===== src/rtl/dma_pkg.sv =====
// dma_pkg: shared DMA register addresses, mask-bit meaning and field-width helper
package dma_pkg;
   localparam int         ADDR_W      = 4;
   localparam logic [3:0] ADDR_SINGLE = 4'hA;
   localparam logic [3:0] ADDR_MCLR   = 4'hD;
   localparam logic [3:0] ADDR_CLEAR  = 4'hE;
   localparam logic [3:0] ADDR_ALL    = 4'hF;
   localparam logic       MASK_SET    = 1'b1;

   function automatic int sel_w(input int n);
      return (n <= 2) ? 1 : $clog2(n);
   endfunction
endpackage


===== src/rtl/dma_mask_register_ex_if.sv =====
// dma_mask_register_ex_if: CPU-side register bus (chip select, strobes, address, data)
interface dma_mask_register_ex_if import dma_pkg::*; #(parameter int DATA_W = 8);
   logic              CS;
   logic              IOR;
   logic              IOW;
   logic [ADDR_W-1:0] address_in;
   logic [DATA_W-1:0] data_in;
   logic [DATA_W-1:0] data_out;
   logic              data_oe;

   modport master (output CS, IOR, IOW, address_in, data_in, input data_out, data_oe);
   modport slave  (input CS, IOR, IOW, address_in, data_in, output data_out, data_oe);
endinterface


===== src/rtl/io_strobe_edge.sv =====
// io_strobe_edge: one-cycle pulse on the first cycle of a qualified I/O strobe
module io_strobe_edge (
   input  logic clk,
   input  logic rst_n,
   input  logic i_level,
   output logic o_stb
);
   logic r_level;
   logic r_armed;

   // track last cycle's strobe; the first cycle after reset is never an edge, so a strobe held through reset is ignored
   always_ff @(posedge clk or negedge rst_n)
      if (!rst_n) begin
         r_level <= 1'b0;
         r_armed <= 1'b0;
      end else begin
         r_level <= i_level;
         r_armed <= 1'b1;
      end

   assign o_stb = i_level & ~r_level & r_armed;
endmodule


===== src/rtl/dma_mask_register_ex.sv =====
// dma_mask_register_ex: per-channel DMA mask with CPU commands, read-back and terminal-count auto-masking
module dma_mask_register_ex import dma_pkg::*; #(
   parameter int NUM_CH = 4,
   parameter int DATA_W = 8
) (
   input  logic                   CLK,
   input  logic                   reset,
   dma_mask_register_ex_if.slave  bus,
   input  logic [NUM_CH-1:0]      tc,
   input  logic [NUM_CH-1:0]      autoInit,
   output logic [NUM_CH-1:0]      maskedChannels
);
   localparam int SEL_W = sel_w(NUM_CH);

   logic [NUM_CH-1:0] r_mask;
   logic [NUM_CH-1:0] w_cmd_next;
   logic [NUM_CH-1:0] w_onehot;
   logic [SEL_W-1:0]  w_ch;
   logic [DATA_W-1:0] r_dout;
   logic              r_oe;
   logic              w_wr_lvl;
   logic              w_wr_stb;
   logic              w_rd;
   logic              w_unused;

   assign w_wr_lvl = ~bus.CS & ~bus.IOW & bus.IOR;
   assign w_rd     = ~bus.CS & ~bus.IOR & bus.IOW & (bus.address_in == ADDR_ALL);

   io_strobe_edge u_wr_edge (
      .clk    (CLK),
      .rst_n  (reset),
      .i_level(w_wr_lvl),
      .o_stb  (w_wr_stb)
   );

   // an out-of-range channel index shifts the one-hot out of the vector, leaving the mask untouched
   assign w_ch     = bus.data_in[SEL_W-1:0];
   assign w_onehot = NUM_CH'(1) << w_ch;

   // command decode on the write strobe
   always_comb begin
      w_cmd_next = r_mask;
      if (w_wr_stb)
         case (bus.address_in)
            ADDR_SINGLE: w_cmd_next = (bus.data_in[SEL_W] == MASK_SET) ? (r_mask | w_onehot) : (r_mask & ~w_onehot);
            ADDR_ALL:    w_cmd_next = bus.data_in[NUM_CH-1:0];
            ADDR_CLEAR:  w_cmd_next = '0;
            ADDR_MCLR:   w_cmd_next = '1;
            default:     w_cmd_next = r_mask;
         endcase
   end

   // mask state; terminal count on a non-autoinit channel overrides any same-cycle clear
   always_ff @(posedge CLK or negedge reset)
      if (!reset) r_mask <= '1;
      else        r_mask <= w_cmd_next | (tc & ~autoInit);

   // registered read-back of the mask as it stood before this edge's update
   always_ff @(posedge CLK or negedge reset)
      if (!reset) begin
         r_oe   <= 1'b0;
         r_dout <= '0;
      end else begin
         r_oe   <= w_rd;
         r_dout <= w_rd ? DATA_W'(r_mask) : '0;
      end

   assign bus.data_out   = r_dout;
   assign bus.data_oe    = r_oe;
   assign maskedChannels = r_mask;
   assign w_unused       = ^bus.data_in;
endmodule

===== src/flat_wrapper.sv =====
// flat-port wrapper written by rule: the top's interface ports become plain ports
module dma_mask_register_ex_flat import dma_pkg::*;
#(
   parameter int NUM_CH = 4,
   parameter int DATA_W = 8
)
  (CLK, reset, tc, autoInit, maskedChannels, bus_CS, bus_IOR, bus_IOW, bus_address_in, bus_data_in, bus_data_out, bus_data_oe);
  dma_mask_register_ex_if #(.DATA_W(DATA_W)) bus_i ();
  input  logic CLK;
  input  logic reset;
  input  logic [NUM_CH-1:0] tc;
  input  logic [NUM_CH-1:0] autoInit;
  output logic [NUM_CH-1:0] maskedChannels;
  input wire logic [$bits(bus_i.CS)-1:0] bus_CS;
  input wire logic [$bits(bus_i.IOR)-1:0] bus_IOR;
  input wire logic [$bits(bus_i.IOW)-1:0] bus_IOW;
  input wire logic [$bits(bus_i.address_in)-1:0] bus_address_in;
  input wire logic [$bits(bus_i.data_in)-1:0] bus_data_in;
  output wire logic [$bits(bus_i.data_out)-1:0] bus_data_out;
  output wire logic [$bits(bus_i.data_oe)-1:0] bus_data_oe;
  assign bus_i.CS = bus_CS;
  assign bus_i.IOR = bus_IOR;
  assign bus_i.IOW = bus_IOW;
  assign bus_i.address_in = bus_address_in;
  assign bus_i.data_in = bus_data_in;
  assign bus_data_out = bus_i.data_out;
  assign bus_data_oe = bus_i.data_oe;
  dma_mask_register_ex #(.NUM_CH(NUM_CH), .DATA_W(DATA_W)) u_core (.CLK(CLK), .reset(reset), .bus(bus_i), .tc(tc), .autoInit(autoInit), .maskedChannels(maskedChannels));
endmodule

===== config.mk =====
export PLATFORM = sky130hd
export DESIGN_NAME = dma_mask_register_ex_flat
export DESIGN_NICKNAME = d
export VERILOG_FILES = /design/src/rtl/dma_pkg.sv /design/src/rtl/dma_mask_register_ex_if.sv /design/src/rtl/io_strobe_edge.sv /design/src/rtl/dma_mask_register_ex.sv /design/src/flat_wrapper.sv
export SDC_FILE = /design/constraint.sdc
export NUM_CORES = 1
export LEC_CHECK = 0
export BUFFER_PORTS_ARGS = -buffer_cell sky130_fd_sc_hd__buf_2
export CAP_MARGIN = 15
export CORE_UTILIZATION = 43
export DETAILED_ROUTE_END_ITERATION = 12
export GPL_TIMING_DRIVEN = 0
export PLACE_DENSITY = 0.9
export SLEW_MARGIN = 10
export SYNTH_ARGS = -nofsm -noshare
export SYNTH_HDL_FRONTEND = slang
export SYNTH_SLANG_ARGS = --single-unit

===== constraint.sdc =====
create_clock -name CLK -period 4.6 [get_ports CLK]
set_clock_uncertainty 0.2 [all_clocks]
set_input_delay 0.46 -clock CLK [delete_from_list [all_inputs] [get_ports CLK]]
set_output_delay 0.46 -clock CLK [all_outputs]
set_load 0.01 [all_outputs]

# --- After elaboration in Yosys (flattened, before gate mapping) ---
# Index checks and enable logic that the tools add are counted.
word_totals:
  register_bits: 15
  in_bits: 25
  output_inout_bits: 13
  wordCells: 31
classes:
  eq_ne: 4
  shifts: 1
  muxes: 4
  n_bitwise: 17
ops:
  columns: ["cell", "n"]
  rows:
  - ["$eq 4x4->1 const B", 4]
  - ["$pmux 4 s4", 1]
  - ["$mux 4", 3]
  - ["$and 4x4->4", 2]
  - ["$not 4->4", 2]
  - ["$or 4x4->4", 2]
  - ["$and 1x1->1", 7]
  - ["$not 1->1", 4]
  - ["$shl 1x2->4 const A", 1]

# --- Longest topological paths before layout ---
depth:
  depth_word: 7
  ltp_mapped: 5
  ltp_nobuf: 4

# --- Hierarchy ---
# Synthesis repeated with hierarchy kept, for this count alone.
unflattened:
  hier_cells: 66
  area_unflattened_um2: 630.6
modules_own_cells:
  columns: ["module", "instances", "cells_each", "area_per_inst_um2", "seq_area_each_um2"]
  rows:
  - ["dma_mask_register_ex", 1, 62, 568.0, 230.2]
  - ["io_strobe_edge", 1, 4, 62.6, 50.0]

# --- Least setup slack after synthesis ---
# No wires, ideal clock.
synth_path:
  kind: "input-to-reg"
  startpoint: "in bus_CS"
  endpoint: "reg u_core.r_mask[2], in the netlist u_core.maskedChannels[2]"
  setup_ps: 85
  t_arrival_ps: 1400
  required_ps: 4315
  path_slack_ps: 2916
  path_stages: 5
  path_buffers: 1
  cell_sequence: "nor3b_2 -> or4b_1 -> buf_6 -> a21oi_2 -> o21ai_1"
synth_between:
  elab_chain_cells: 7
synth_rtl:
  columns: ["item", "line_no", "rtl"]
  rows:
  - ["start: declaration", "flat_wrapper.sv:14", "input wire logic [$bits(bus_i.CS)-1:0] bus_CS;"]
  - ["$not 1->1", "dma_mask_register_ex.sv:26", "assign w_wr_lvl = ~bus.CS & ~bus.IOW & bus.IOR;"]
  - ["$and 1x1->1 (2 in a row)", "dma_mask_register_ex.sv:26", null]
  - ["$and 1x1->1 (2 in a row)", "io_strobe_edge.sv:21", "assign o_stb = i_level & ~r_level & r_armed;"]
  - ["$mux 4", "dma_mask_register_ex.sv:43", "if (w_wr_stb)"]
  - ["$or 4x4->4", "dma_mask_register_ex.sv:56", "else r_mask <= w_cmd_next | (tc & ~autoInit);"]
  - ["end signal: assignment", "dma_mask_register_ex.sv:56", null]
  - ["end: declaration", "dma_mask_register_ex.sv:15", "logic [NUM_CH-1:0] r_mask;"]
# Every way passes these cells.

# --- Final worst setup path ---
layout_path:
  startpoint: "reg u_core.r_mask[0], in the netlist u_core.maskedChannels[0]"
  endpoint: "out maskedChannels[0]"
layout_lines:
  columns: ["item", "line_no", "rtl"]
  rows:
  - ["end: declaration", "flat_wrapper.sv:13", "output logic [NUM_CH-1:0] maskedChannels;"]
# No word-level cell between the ends.

==> run_results.csv <==
group,metric,value,unit
timing,post-route-min-period,1.627,ns
place,gp_congestion,0.8829,
die,start_util,0.4682,
yosys,synth_cells,62,
worst_hold_path,min_delay_path_depth,2,
place,dpl.hpwl,1013,microns
yosys,synth_top_area_cell,"dfrtp_1",
yosys,yosysSeqAreaShare,0.4544,
cells_and_area,area_growth,34.28,%
routing,wl_per_cell,11.04,microns
place,dpl_cell_area,792.0,sq um
yosys,postSynth.asyncResetShare,1.000,
cells_and_area,insertedDiodeCount,0,
flow_run,cap_viol_max_count,0,
worst_setup_path,start_kind,"register",
place,io_buffers,29,
routing,drt_iter0_drc,5,
timing,setup_viol,0,
worst_setup_path,end_kind,"output port",
timing,rsz0062_at_grt,"no",
global_routing,use_met3,0.03409,
timing,slew_violations,0,
timing,fin_crit_sh,0.3536,
global_routing,grt_overflow,0,
routing,drt-total-wl,1258,microns
clocking,htree_num_levels,1,
die,num_rows,13,
die,die_y,39.88,microns
routing,dr_total_vias,531,
global_routing,gr-usage-met2,0.3185,
clocking,cts_tree,"done",
die,die_width,39.88,microns
yosys,synth-edff-count,0,
worst_setup_path,crit_buf_inv,1,
timing,whs,0.1737,ns
die,dieArea,1590,sq um
worst_setup_path,max_stage_delay,0.57,ns
clocking,cts_resized,0,
global_routing,grt_max_degree,12,
worst_setup_path,endpoint,"maskedChannels[0]",
timing,final_hold_viol_count,0,
clocking,cts.sinks,11,
worst_hold_path,hold_path.class,"input pin to register",
pwr,peakVddDrop,0.1258,mV
clocking,cts.reportedPaths.clkPinSlew,0.07,ns
routing,drtAntennaViolNets,0,
cells_and_area,fin_nets,125,
pwr,leakagePower,0.4224,nW
worst_setup_path,critical_path_depth,1,
routing,first_pass_iters,4,
timing,worst_pin_slew,0.6918,ns
routing,drc,0,
timing,slew_headroom,0.5345,
yosys,synthesis.area,616.8,sq um
global_routing,antenna_found_initial,0,
global_routing,grt_pass1_vias,460,
worst_setup_path,reg2regPathDepth,4,
die,io_pins,38,
worst_setup_path,path_cells,"buf_2",
yosys,synth_cell_types,24,
worst_setup_path,critPathArrivalTime,0.97,ns
clocking,clk_path_buf_depth,2,
worst_setup_path,r2r_end,"u_core.maskedChannels[3]$_DFF_PN1_",
yosys,syn-mean-instance-area,9.949,sq um
pwr,p_total,0.2007,mW
global_routing,busiest_layer,"met2",
timing,tns,0,ns
worst_setup_path,cpLargestDelayFamily,"flip-flops",
global_routing,grt_usage,0.2007,
cells_and_area,final_area,828.3,sq um
timing,max_freq,614.7,MHz
worst_setup_path,reg2reg_slack,3.07,ns
yosys,yosys_warnings,0,
yosys,synth_commonest_cells,"a21oi_1 (7), dfrtp_1 (7), nor2b_1 (5)",
yosys,synthTopCellsByArea,"dfrtp_1 (28%), dfstp_2 (17%), a21oi_1 (5.7%)",
yosys,synth_top_cell_area_share,0.2840,
yosys,synthFlopType,"dfrtp_1",
worst_setup_path,crit_path_top_delay_cell,"dfstp_2",
worst_setup_path,cp_data_required_time,3.94,ns
clocking,clk-insertion-delay-late,0.26,ns
yosys,ys_ff_latch,11,
global_routing,grt_pass1_wl,2028,microns
worst_setup_path,worstSetupStartpoint,"u_core.maskedChannels[0]$_DFF_PN1_",
pwr,cellPowerDensity,242.3,nW/um^2
die,core_area,1318,sq um
worst_setup_path,path_max_fanout,4,
routing,drt-vias-per-instance,4.658,
worst_setup_path,crit_type,"register to output port",
clocking,root_buffer,"clkbuf_4",
cells_and_area,layout-drive-gt1-share,0.4949,
global_routing,met1_usage,0.2534,
run_status,status,"finished clean",
clocking,cts_made_buffers,3,
worst_setup_path,r2r-start,"u_core.u_wr_edge.r_level$_DFF_PN0_",
routing by layer:
layer	wire (microns)	vias to the layer above
li1	-	280
met1	558	232
met2	633	19
met3	66	0
met4	0	0
met5	0	-
what timing repair did:
action,in CTS,in global routing
hold endpoints to repair,7,0
buffers inserted,0,0
hold buffers,1,0
cells in the final DEF, fill, tap and decap left out, drive strengths merged, types with 2 or more instances in the layout:
master / n
mux2: 2
nand2: 3
and2: 4
nor2b: 5
a21oi: 11
dfrtp: 7
clkbuf: 4
buf: 34
conb: 5
o21ai: 5
dfstp: 4
inv: 4
report_power, final:
| group | internal, mW | switching [mW] | total (mW) |
|---|---|---|---|
| clock | 0.0335 | 0.0319 | 0.0653 |
| sequential | 0.100 | 0.00181 | 0.102 |
| combinational | 0.0170 | 0.0163 | 0.0333 |
logic make-up after synthesis:
family                 synth area share
buffers and inverters           0.09127
multiplexers                    0.05274
AND/OR/NAND/NOR                  0.2089
AO/OA/AOI/OAI                    0.1805
other                           0.01217
flip-flops                       0.4544
sequential cells by signal (all words and copies together) (netlist names):
register,flops
u_core.maskedChannels,4
u_core.bus.data_oe,1
u_core.u_wr_edge.r_level,1
u_core.u_wr_edge.r_armed,1
u_core.bus.data_out,4
worst min-delay path by stage:
stage,start,end
5_1_grt,bus_IOW,u_core.u_wr_edge.r_level$_DFF_PN0_
3_5_place_dp,reset,u_core.bus.data_out[2]$_DFF_PN0_
6_report,bus_IOW,u_core.u_wr_edge.r_level$_DFF_PN0_
3_3_place_gp,reset,u_core.bus.data_out[2]$_DFF_PN0_
2_1_floorplan,reset,u_core.bus.data_oe$_DFF_PN0_
4_1_cts,bus_IOW,u_core.u_wr_edge.r_level$_DFF_PN0_
final cells by class:
cell class / count / area [sq um]
Buffer: 5 / 41.29
Clock buffer: 4 / 26.28
Fill cell: 116 / 489.2
Inverter: 4 / 15.01
Multi-Input combinational cell: 45 / 291.5
Sequential cell: 11 / 280.3
Tap cell: 15 / 18.77
Timing Repair Buffer: 30 / 155.1
through the flow:
stage                     setup slack [ns]  cells  utilization
after detailed placement             2.706    109       0.6011
final                                2.973    114       0.6287
after global placement               2.762    109       0.6011
after global routing                 2.918    114       0.6287
after floorplan                      2.916     65            -
after CTS                            2.977    114       0.6287
Power figures use the tool's default switching activity.
